**src/rtl/mem_port_arbiter.sv**
```systemverilog
// ---------------------------------------------------------------------------
// mem_port_arbiter
//
// Shares the single off-chip Data_Memory port between the data-cache
// controller (port 0) and the instruction-cache refill path (port 1).
// Whole-line read/write transactions are serialised one at a time. Ports are
// granted round-robin, read data is returned to the requester, and memory
// that never acknowledges is flagged.
//
// Ports
//   clk_i, rst_i          clock (rising edge) / synchronous active-low reset
//   req_i[1:0]            per-port request, held with stable fields until ack_o
//   write_i[1:0]          per-port direction: 1 = line write, 0 = line read
//   addr0_i, addr1_i      per-port line address
//   wdata0_i, wdata1_i    per-port line write data
//   ack_o[1:0]            per-port one-cycle completion pulse
//   rdata_o               read data, valid while ack_o pulses for a read
//   err_o                 sticky timeout flag, cleared only by reset
//   busy_o                high whenever a transaction is in progress
//   mem_enable_o          memory request, held for the whole transaction
//   mem_write_o           memory write strobe
//   mem_addr_o            memory address
//   mem_data_o            memory write data
//   mem_data_i            memory read data, valid with mem_ack_i
//   mem_ack_i             memory completion pulse
// ---------------------------------------------------------------------------
module mem_port_arbiter #(
    parameter int ADDR_W  = 32,
    parameter int LINE_W  = 256,
    parameter int TIMEOUT = 64
) (
    input  logic              clk_i,
    input  logic              rst_i,
    input  logic [1:0]        req_i,
    input  logic [1:0]        write_i,
    input  logic [ADDR_W-1:0] addr0_i,
    input  logic [ADDR_W-1:0] addr1_i,
    input  logic [LINE_W-1:0] wdata0_i,
    input  logic [LINE_W-1:0] wdata1_i,
    output logic [1:0]        ack_o,
    output logic [LINE_W-1:0] rdata_o,
    output logic              err_o,
    output logic              busy_o,
    output logic              mem_enable_o,
    output logic              mem_write_o,
    output logic [ADDR_W-1:0] mem_addr_o,
    output logic [LINE_W-1:0] mem_data_o,
    input  logic [LINE_W-1:0] mem_data_i,
    input  logic              mem_ack_i
);

    localparam int CNT_W = $clog2(TIMEOUT);
    localparam logic [CNT_W-1:0] CNT_LAST = CNT_W'(TIMEOUT - 1);

    typedef enum logic [1:0] {
        IDLE = 2'd0,
        BUSY = 2'd1,
        RESP = 2'd2
    } state_t;

    state_t            state_reg, state_next;
    logic              grant_reg, grant_next;
    logic              last_served_reg, last_served_next;
    logic [1:0]        mask_reg, mask_next;
    logic [CNT_W-1:0]  cnt_reg, cnt_next;
    logic [1:0]        ack_reg, ack_next;
    logic [LINE_W-1:0] rdata_reg, rdata_next;
    logic              err_reg, err_next;
    logic              busy_reg, busy_next;
    logic              mem_enable_reg, mem_enable_next;
    logic              mem_write_reg, mem_write_next;
    logic [ADDR_W-1:0] mem_addr_reg, mem_addr_next;
    logic [LINE_W-1:0] mem_data_reg, mem_data_next;

    // Per-port request fields gathered into arrays so the granted port can
    // be selected by index.
    logic [ADDR_W-1:0] port_addr  [2];
    logic [LINE_W-1:0] port_wdata [2];

    genvar gi;
    generate
        for (gi = 0; gi < 2; gi++) begin : g_port
            if (gi == 0) begin : g_p0
                assign port_addr[gi]  = addr0_i;
                assign port_wdata[gi] = wdata0_i;
            end else begin : g_p1
                assign port_addr[gi]  = addr1_i;
                assign port_wdata[gi] = wdata1_i;
            end
        end
    endgenerate

    // Round-robin pick. The mask keeps the port just served from being
    // re-granted on its stale request in the IDLE cycle right after ack_o.
    logic [1:0] eligible;
    logic       pick;

    always_comb begin
        eligible = req_i & ~mask_reg;
        if (eligible == 2'b11) begin
            pick = ~last_served_reg;
        end else begin
            pick = ~eligible[0];
        end
    end

    always_comb begin
        state_next       = state_reg;
        grant_next       = grant_reg;
        last_served_next = last_served_reg;
        mask_next        = 2'b00;
        cnt_next         = cnt_reg;
        ack_next         = 2'b00;
        rdata_next       = rdata_reg;
        err_next         = err_reg;
        mem_enable_next  = mem_enable_reg;
        mem_write_next   = mem_write_reg;
        mem_addr_next    = mem_addr_reg;
        mem_data_next    = mem_data_reg;

        case (state_reg)
            IDLE: begin
                if (eligible != 2'b00) begin
                    grant_next      = pick;
                    mem_addr_next   = port_addr[pick];
                    mem_data_next   = port_wdata[pick];
                    mem_write_next  = write_i[pick];
                    mem_enable_next = 1'b1;
                    cnt_next        = '0;
                    state_next      = BUSY;
                end
            end
            BUSY: begin
                cnt_next = cnt_reg + 1'b1;
                // An ack in the final counted cycle still completes normally.
                if (mem_ack_i) begin
                    if (!mem_write_reg) begin
                        rdata_next = mem_data_i;
                    end
                    mem_enable_next = 1'b0;
                    mem_write_next  = 1'b0;
                    ack_next        = grant_reg ? 2'b10 : 2'b01;
                    state_next      = RESP;
                end else if (cnt_reg == CNT_LAST) begin
                    err_next        = 1'b1;
                    rdata_next      = '0;
                    mem_enable_next = 1'b0;
                    mem_write_next  = 1'b0;
                    ack_next        = grant_reg ? 2'b10 : 2'b01;
                    state_next      = RESP;
                end
            end
            RESP: begin
                last_served_next = grant_reg;
                mask_next        = grant_reg ? 2'b10 : 2'b01;
                state_next       = IDLE;
            end
            default: begin
                state_next = IDLE;
            end
        endcase

        busy_next = (state_next != IDLE);
    end

    always_ff @(posedge clk_i) begin
        if (!rst_i) begin
            state_reg       <= IDLE;
            grant_reg       <= 1'b0;
            last_served_reg <= 1'b1;   // port 0 wins the first tie
            mask_reg        <= 2'b00;
            cnt_reg         <= '0;
            ack_reg         <= 2'b00;
            rdata_reg       <= '0;
            err_reg         <= 1'b0;
            busy_reg        <= 1'b0;
            mem_enable_reg  <= 1'b0;
            mem_write_reg   <= 1'b0;
            mem_addr_reg    <= '0;
            mem_data_reg    <= '0;
        end else begin
            state_reg       <= state_next;
            grant_reg       <= grant_next;
            last_served_reg <= last_served_next;
            mask_reg        <= mask_next;
            cnt_reg         <= cnt_next;
            ack_reg         <= ack_next;
            rdata_reg       <= rdata_next;
            err_reg         <= err_next;
            busy_reg        <= busy_next;
            mem_enable_reg  <= mem_enable_next;
            mem_write_reg   <= mem_write_next;
            mem_addr_reg    <= mem_addr_next;
            mem_data_reg    <= mem_data_next;
        end
    end

    assign ack_o        = ack_reg;
    assign rdata_o      = rdata_reg;
    assign err_o        = err_reg;
    assign busy_o       = busy_reg;
    assign mem_enable_o = mem_enable_reg;
    assign mem_write_o  = mem_write_reg;
    assign mem_addr_o   = mem_addr_reg;
    assign mem_data_o   = mem_data_reg;

endmodule

```
**config.mk**
```make
export PLATFORM = sky130hd
export DESIGN_NAME = mem_port_arbiter
export DESIGN_NICKNAME = d
export VERILOG_FILES = /design/src/rtl/mem_port_arbiter.sv
export SDC_FILE = /design/constraint.sdc
export NUM_CORES = 1
export LEC_CHECK = 0
export CAP_MARGIN = 15
export CORE_AREA = 2 2 534 536
export CTS_CLUSTER_SIZE = 25
export DETAILED_ROUTE_END_ITERATION = 16
export DIE_AREA = 0 0 536 538
export PLACE_DENSITY = 0.31
export REMOVE_ABC_BUFFERS = 1
export SLEW_MARGIN = 0
export SYNTH_ARGS = -nofsm -noshare
export SYNTH_HDL_FRONTEND = slang
export SYNTH_SLANG_ARGS = --single-unit
```
**constraint.sdc**
```tcl
create_clock -name clk_i -period 2.5 [get_ports clk_i]
set_clock_uncertainty 0.05 [all_clocks]
set_input_delay 0.25 -clock clk_i [delete_from_list [all_inputs] [get_ports clk_i]]
set_output_delay 0.25 -clock clk_i [all_outputs]
set_load 0.02 [all_outputs]
```
==> results of run 1 <==
[stage by stage]
| stage | setup TNS (ns) | power, uW | std cells |
|---|---|---|---|
| after global placement | -0.228 | 18300 | 7316 |
| after global routing | -0.0482 | 32300 | 7978 |
| after floorplan | -3067.88 | 13400 | 2041 |
| final | 0 | 30800 | 7988 |
| after detailed placement | -0.692 | 18200 | 7316 |
| after CTS | 0 | 31300 | 7916 |
[repair_timing]
item                                    CTS  global route
hold buffers                            455             0
cloned                                    0            11
gates resized for setup                   1            18
endpoints found under the setup margin    1            14
buffers inserted                          0            24
pin swaps                                 0             5
hold endpoints to repair                406             0
[per-layer routing]
layer,vias up,track usage,wire [um]
met3,257,0.0414,15300
met5,-,0,423
met4,62,0.0330,4760
met2,1175,0.205,91000
met1,12200,0.131,71900
li1,11900,-,-
[power by group through the flow]
stage	logic (uW)	clock network [uW]	registers [uW]
2_1_floorplan	2000	0	11400
3_3_place_gp	7750	0	10500
3_5_place_dp	7720	0	10500
4_1_cts	8440	12400	10400
5_1_grt	9110	12700	10500
6_report	8540	11900	10400
[final cells by class]
| cell class | count | area [um2] | area share |
|---|---|---|---|
| tap | 3762 | 4710 | 0.0997 |
| clock buffer | 130 | 2520 | 0.0533 |
| antenna | 37 | 92.6 | 0.00196 |
| sequential | 562 | 11300 | 0.238 |
| timing repair buffer | 2001 | 20300 | 0.430 |
| multi-input combinational | 1479 | 8190 | 0.173 |
| inverter | 2 | 7.51 | 0.000159 |
| clock inverter | 15 | 150 | 0.00318 |
[worst min-delay path by stage]
stage                     depth (start not counted)                            to                       from
after global routing                              3    mem_addr_o[5]$_SDFFE_PN0P_                 addr1_i[5]
final                                             3    mem_addr_o[5]$_SDFFE_PN0P_                 addr1_i[5]
after global placement                            1     rdata_o[117]$_SDFFE_PN0P_  rdata_o[117]$_SDFFE_PN0P_
after floorplan                                   1  last_served_reg$_SDFFE_PN1N_                      rst_i
after CTS                                         3   mem_data_o[49]$_SDFFE_PN0P_               wdata0_i[49]
after detailed placement                          1     rdata_o[127]$_SDFFE_PN0P_  rdata_o[127]$_SDFFE_PN0P_
[Yosys cell counts, types with 2 or more instances]
master / instances
a22o_1: 256
buf_2: 113
a21oi_1: 571
o21ai_0: 292
nand2b_1: 4
a31oi_1: 2
buf_6: 12
o31ai_1: 2
dfxtp_1: 562
nor2b_1: 3
nand4_1: 3
clkbuf_1: 72
nand3_1: 3
nor2_1: 10
buf_1: 22
nand2_1: 298
a21oi_2: 11
mux2i_1: 2
xor2_1: 2
nor3_1: 2
[tightest hold or removal path: stages]
cell             delay, ns
clkdlybuf4s50_1       0.42
nand2_1               0.10
a21oi_1               0.06
[cells by family after synthesis]
kind of cell,share of synthesized area
DFF,0.551
AOI/OAI and AO/OA,0.330
muxes,0.000981
buffers and inverters,0.0520
xor gates and xnor gates,0.000858
and+or+nand+nor,0.0639
adders and majority gates,0.000613
==> results.py, run 1 <==
metrics = {
    "clocking": {
        "root_buffer": "clkbuf_16",
        "cts_buffers": 85,
        "htreeDepth": 3,
        "clk_path_buf_depth": 4,
        "cts_tree": "built",
        "clk_transition_reported_paths_ns": 0.05,
        "clk_latency_ns": 0.76,
        "clock_sinks": 562,
    },
    "power": {
        "pwr-share-clk": 0.386,
        "power.density_mw_per_mm2": 653,
        "switchingPower_uw": 9690,
        "pwr-share-comb": 0.277,
        "power.internal_uw": 21100,
        "pwr-share-seq": 0.336,
        "power.leakage_uw": 0.0170,
        "p_sw_frac": 0.315,
        "ir_worst_vdd_mv": 0.535,
    },
    "placement": {
        "io_buffers": 1388,
        "preCtsSetupSlack_ns": -0.0981,
        "dpl_cell_area_mm2": 0.0394,
        "dp_hpwl_um": 144000,
        "place_congestion": 0.835,
    },
    "die": {
        "num_io_pins": 1389,
        "die_h_um": 538,
        "die_area_mm2": 0.288,
        "fp.dieW_um": 536,
        "design.core.area_mm2": 0.283,
        "std_cell_rows": 196,
        "start_util": 0.0721,
    },
    "setup_path": {
        "path_cells": "nand2b_2 -> a211o_4 -> buf_4 -> buf_4 -> a21oi_1 -> a21oi_1 -> dlygate4sd3_1",
        "crit_path_end": "mem_data_o[2]$_SDFFE_PN0P_",
        "r2r-end": "mem_data_o[2]$_SDFFE_PN0P_",
        "cp_data_arrival_time_ns": 2.99,
        "critical_path_depth": 7,
        "critical-path-max-stage-delay_ns": 0.55,
        "regToRegSetupSlack_ns": 0.09,
        "worstPathMaxFanout": 26,
        "endpoint_kind": "flip-flop",
        "cp-startpoint": "mask_reg[1]$_SDFF_PN0_",
        "slowest_stage": "dlygate4sd3_1",
        "required_ns": 3.08,
        "worstRegToRegCells": 7,
        "path_buf_inv": 3,
        "r2r_start": "mask_reg[1]$_SDFF_PN0_",
        "cp-start-kind": "flip-flop",
        "path_class": "reg -> reg",
        "path_delay_family": "buffers and inverters",
    },
    "global_route": {
        "grt_remaining_overflow": 0,
        "grt_pass1_vias": 26300,
        "antenna_found_initial": 96,
        "grt_use_total": 0.116,
        "grt_first_pass_wirelength_um": 232000,
        "grt_max_degree": 133,
    },
    "drt": {
        "drtIter0Drc": 1184,
        "vias_per_cell": 3.20,
        "drcViolationCount": 0,
        "num_vias": 25600,
        "wire_per_inst_um": 23.0,
        "postRouteAntennaNets": 0,
        "wl_um": 183000,
        "dr.pass1.iters": 5,
    },
    "flow_run": {
        "drv_cap": 0,
    },
    "finish": {
        "drive_gt1_frac": 0.0733,
        "mostFrequentLayoutCell": "clkdlybuf4s50_1",
        "most-common-layout-cells": "1,383 x clkdlybuf4s50_1, 571 x a21oi_1, 561 x dfxtp_1",
        "fillers": 31900,
        "fin_util": 0.167,
        "area_delta_synth_final_pct": 131,
        "fin_area_mm2": 0.0472,
        "num-nets-final": 4971,
    },
    "sta": {
        "post-route-min-period_ns": 2.41,
        "max-slew-margin-rel": 0.533,
        "finalCritPeriodShare": 0.966,
        "setup-violations-final": 0,
        "tightest_slew_ns": 0.700,
        "timing.final.ws_setup_ns": 0.0854,
        "maxSlewViolCount": 0,
        "finalHoldViolCount": 0,
        "max_clock_freq_mhz": 414,
        "timing.hold.ws_ns": 0.0847,
    },
    "synth": {
        "ys_top_cells_by_area": "dfxtp_1 55%, a21oi_1 14%, a22o_1 11%, o21ai_0 7.2%, nand2_1 5.5%",
        "syn_area_per_cell_um2": 9.03,
        "synth_cells": 2260,
        "ys_types": 38,
        "synth_top_area_frac": 0.551,
        "synthFlopType": "dfxtp_1",
        "yosysTopAreaCell": "dfxtp_1",
        "ys_seq_elements": 562,
        "synthArstFlopShare": 0,
        "yosys_warnings": 0,
        "yosysSeqAreaShare": 0.551,
        "synth_edf_count": 0,
        "syn_area_mm2": 0.0204,
    },
    "worst_hold_path": {
        "hp-class": "in -> reg",
    },
    "status": {
        "status": "completed",
    },
}
Note: power is estimated with default switching activity, not from simulation.
==> run 2: changes to the inputs <==
--- a/config.mk
+++ b/config.mk
@@ -11,7 +11,6 @@
 export DETAILED_ROUTE_END_ITERATION = 16
 export DIE_AREA = 0 0 536 538
 export PLACE_DENSITY = 0.31
-export REMOVE_ABC_BUFFERS = 1
 export SLEW_MARGIN = 0
 export SYNTH_ARGS = -nofsm -noshare
 export SYNTH_HDL_FRONTEND = slang
==> results.py, run 2 (synthesis gave the netlist of run 1 again) <==
metrics = {
    "drt": {
        "postRouteAntennaNets": 0,
        "vias_per_cell": 3.26,
        "dr.pass1.iters": 5,
        "wl_um": 204000,
        "drcViolationCount": 0,
        "drtIter0Drc": 1236,
        "wire_per_inst_um": 25.3,
        "num_vias": 26300,
    },
    "setup_path": {
        "regToRegSetupSlack_ns": 0.04,
        "crit_path_frequent_cell": "buf_4",
        "critical_path_depth": 8,
        "crit_path_end": "mem_data_o[26]$_SDFFE_PN0P_",
        "cp-start-kind": "flip-flop",
        "cp_data_arrival_time_ns": 3.12,
        "path_buf_inv": 4,
        "r2r-end": "mem_data_o[26]$_SDFFE_PN0P_",
        "required_ns": 3.16,
        "worstRegToRegCells": 8,
        "path_delay_family": "buffers and inverters",
        "cp-startpoint": "last_served_reg$_SDFFE_PN1N_",
        "path_cells": "or3b_1 -> buf_4 -> nand2_4 -> buf_12 -> buf_4 -> nand2_1 -> a21oi_1 -> dlygate4sd3_1",
        "r2r_start": "last_served_reg$_SDFFE_PN1N_",
        "critical-path-max-stage-delay_ns": 0.56,
        "path_class": "reg -> reg",
        "worstPathMaxFanout": 41,
        "endpoint_kind": "flip-flop",
        "slowest_stage": "dlygate4sd3_1",
    },
    "global_route": {
        "grt_remaining_overflow": 0,
        "grt_first_pass_wirelength_um": 259000,
        "antenna_found_initial": 163,
        "grt_use_total": 0.134,
        "grt_max_degree": 122,
        "grt_pass1_vias": 27000,
    },
    "finish": {
        "num-nets-final": 5040,
        "mostFrequentLayoutCell": "clkdlybuf4s50_1",
        "most-common-layout-cells": "1,379 x clkdlybuf4s50_1, 571 x a21oi_1, 562 x dfxtp_1",
        "drive_gt1_frac": 0.0632,
        "area_delta_synth_final_pct": 134,
    },
    "sta": {
        "finalHoldViolCount": 0,
        "max-slew-margin-rel": 0.391,
        "max_clock_freq_mhz": 407,
        "setup-violations-final": 0,
        "tightest_slew_ns": 0.914,
        "finalCritPeriodShare": 0.984,
        "maxSlewViolCount": 0,
        "post-route-min-period_ns": 2.46,
        "fin_setup_tns_ns": 0,
        "rsz0062_at_grt": "true",
    },
    "flow_run": {
        "drv_cap": 0,
    },
    "power": {
        "power.leakage_uw": 0.0174,
        "total_power_uw": 31700,
        "ir_worst_vdd_mv": 0.486,
        "power.density_mw_per_mm2": 662,
    },
    "placement": {
        "dp_hpwl_um": 167000,
        "place_congestion": 0.823,
        "io_buffers": 1388,
    },
    "die": {
        "die_area_mm2": 0.288,
        "fp.dieW_um": 536,
        "die_h_um": 538,
        "std_cell_rows": 196,
        "start_util": 0.0721,
        "design.core.area_mm2": 0.283,
        "num_io_pins": 1389,
    },
    "clocking": {
        "clk_path_buf_depth": 4,
        "cts_tree": "built",
        "clock_sinks": 562,
        "cts_buffers": 86,
        "clk_latency_ns": 0.79,
        "root_buffer": "clkbuf_16",
        "clk_transition_reported_paths_ns": 0.07,
        "htreeDepth": 3,
    },
    "synth": {
        "syn-num-nets": 3100,
    },
    "worst_hold_path": {
        "hp-class": "in -> reg",
    },
    "status": {
        "status": "completed",
    },
}
==> run 2: cell types whose count changed in the layout (fill, tap and decap cells not counted), sizes merged, moves of 3 or more <==
cell | before | now
dlymetal6s2s | 0 | 3
clkdlybuf4s50 | 1383 | 1379
diode | 37 | 44
bufinv | 2 | 5
dlygate4sd3 | 455 | 560
clkinvlp | 1 | 5
clkinv | 11 | 15
clkbuf | 139 | 123
buf | 153 | 125
==> run 2: how the worst min path moves through the flow <==
stage | from | to | cells after the start
after floorplan | mem_data_i[208] | rdata_o[208]$_SDFFE_PN0P_ | 1
after global placement | rdata_o[222]$_SDFFE_PN0P_ | rdata_o[222]$_SDFFE_PN0P_ | 1
after detailed placement | rdata_o[113]$_SDFFE_PN0P_ | rdata_o[113]$_SDFFE_PN0P_ | 1
after CTS | mem_data_i[211] | rdata_o[211]$_SDFFE_PN0P_ | 2
after global routing | wdata1_i[226] | mem_data_o[226]$_SDFFE_PN0P_ | 3
final | wdata1_i[63] | mem_data_o[63]$_SDFFE_PN0P_ | 3
==> run 2: per-stage QoR <==
stage	cell area [um2]	util	instances	setup WS [ns]	hold WS, ns
after global routing	47800	0.169	8035	-0.0475	0.0226
after global placement	39300	0.139	7308	0.0227	0.405
after floorplan	20400	-	2260	0.835	0.333
after detailed placement	39300	0.139	7308	-0.00315	0.406
after CTS	47700	0.168	8015	0.0289	0.000289
final	47900	0.169	8065	0.0407	0.0739
==> run 2: worst min-delay path: stages <==
cell	delay, ns
clkdlybuf4s50_1	0.46
nand2_1	0.10
a21oi_1	0.07
==> run 2: what timing repair did <==
action | CTS | global route
hold buffers | 560 | 0
endpoints found under the setup margin | 3 | 50
buffers inserted | 0 | 5
pin swaps | 0 | 2
gates resized for setup | 3 | 8
cloned | 0 | 1
endpoints found under the hold margin | 494 | 0
==> run 2: area by class of cell <==
| class | instances | area (um2) |
|---|---|---|
| Tap cell | 3762 | 4710 |
| Timing Repair Buffer | 2071 | 20900 |
| Clock buffer | 122 | 2430 |
| Clock inverter | 25 | 322 |
| Multi-Input combinational cell | 1477 | 8140 |
| Inverter | 2 | 7.51 |
| Fill cell | 31800 | 235000 |
| Sequential cell | 562 | 11300 |
| Antenna cell | 44 | 110 |
==> run 2: power by group <==
group | internal [uW] | switching [uW] | leakage (uW) | total (uW)
logic | 4270 | 4570 | 0.0114 | 8840
clock network | 7260 | 5180 | 0.00133 | 12400
registers | 9830 | 558 | 0.00462 | 10400
==> run 2: layer usage <==
metal	GRT usage	part of all wire
met5	0	0.0025
met4	0.0389	0.031
met3	0.0583	0.11
met2	0.224	0.47
met1	0.152	0.39
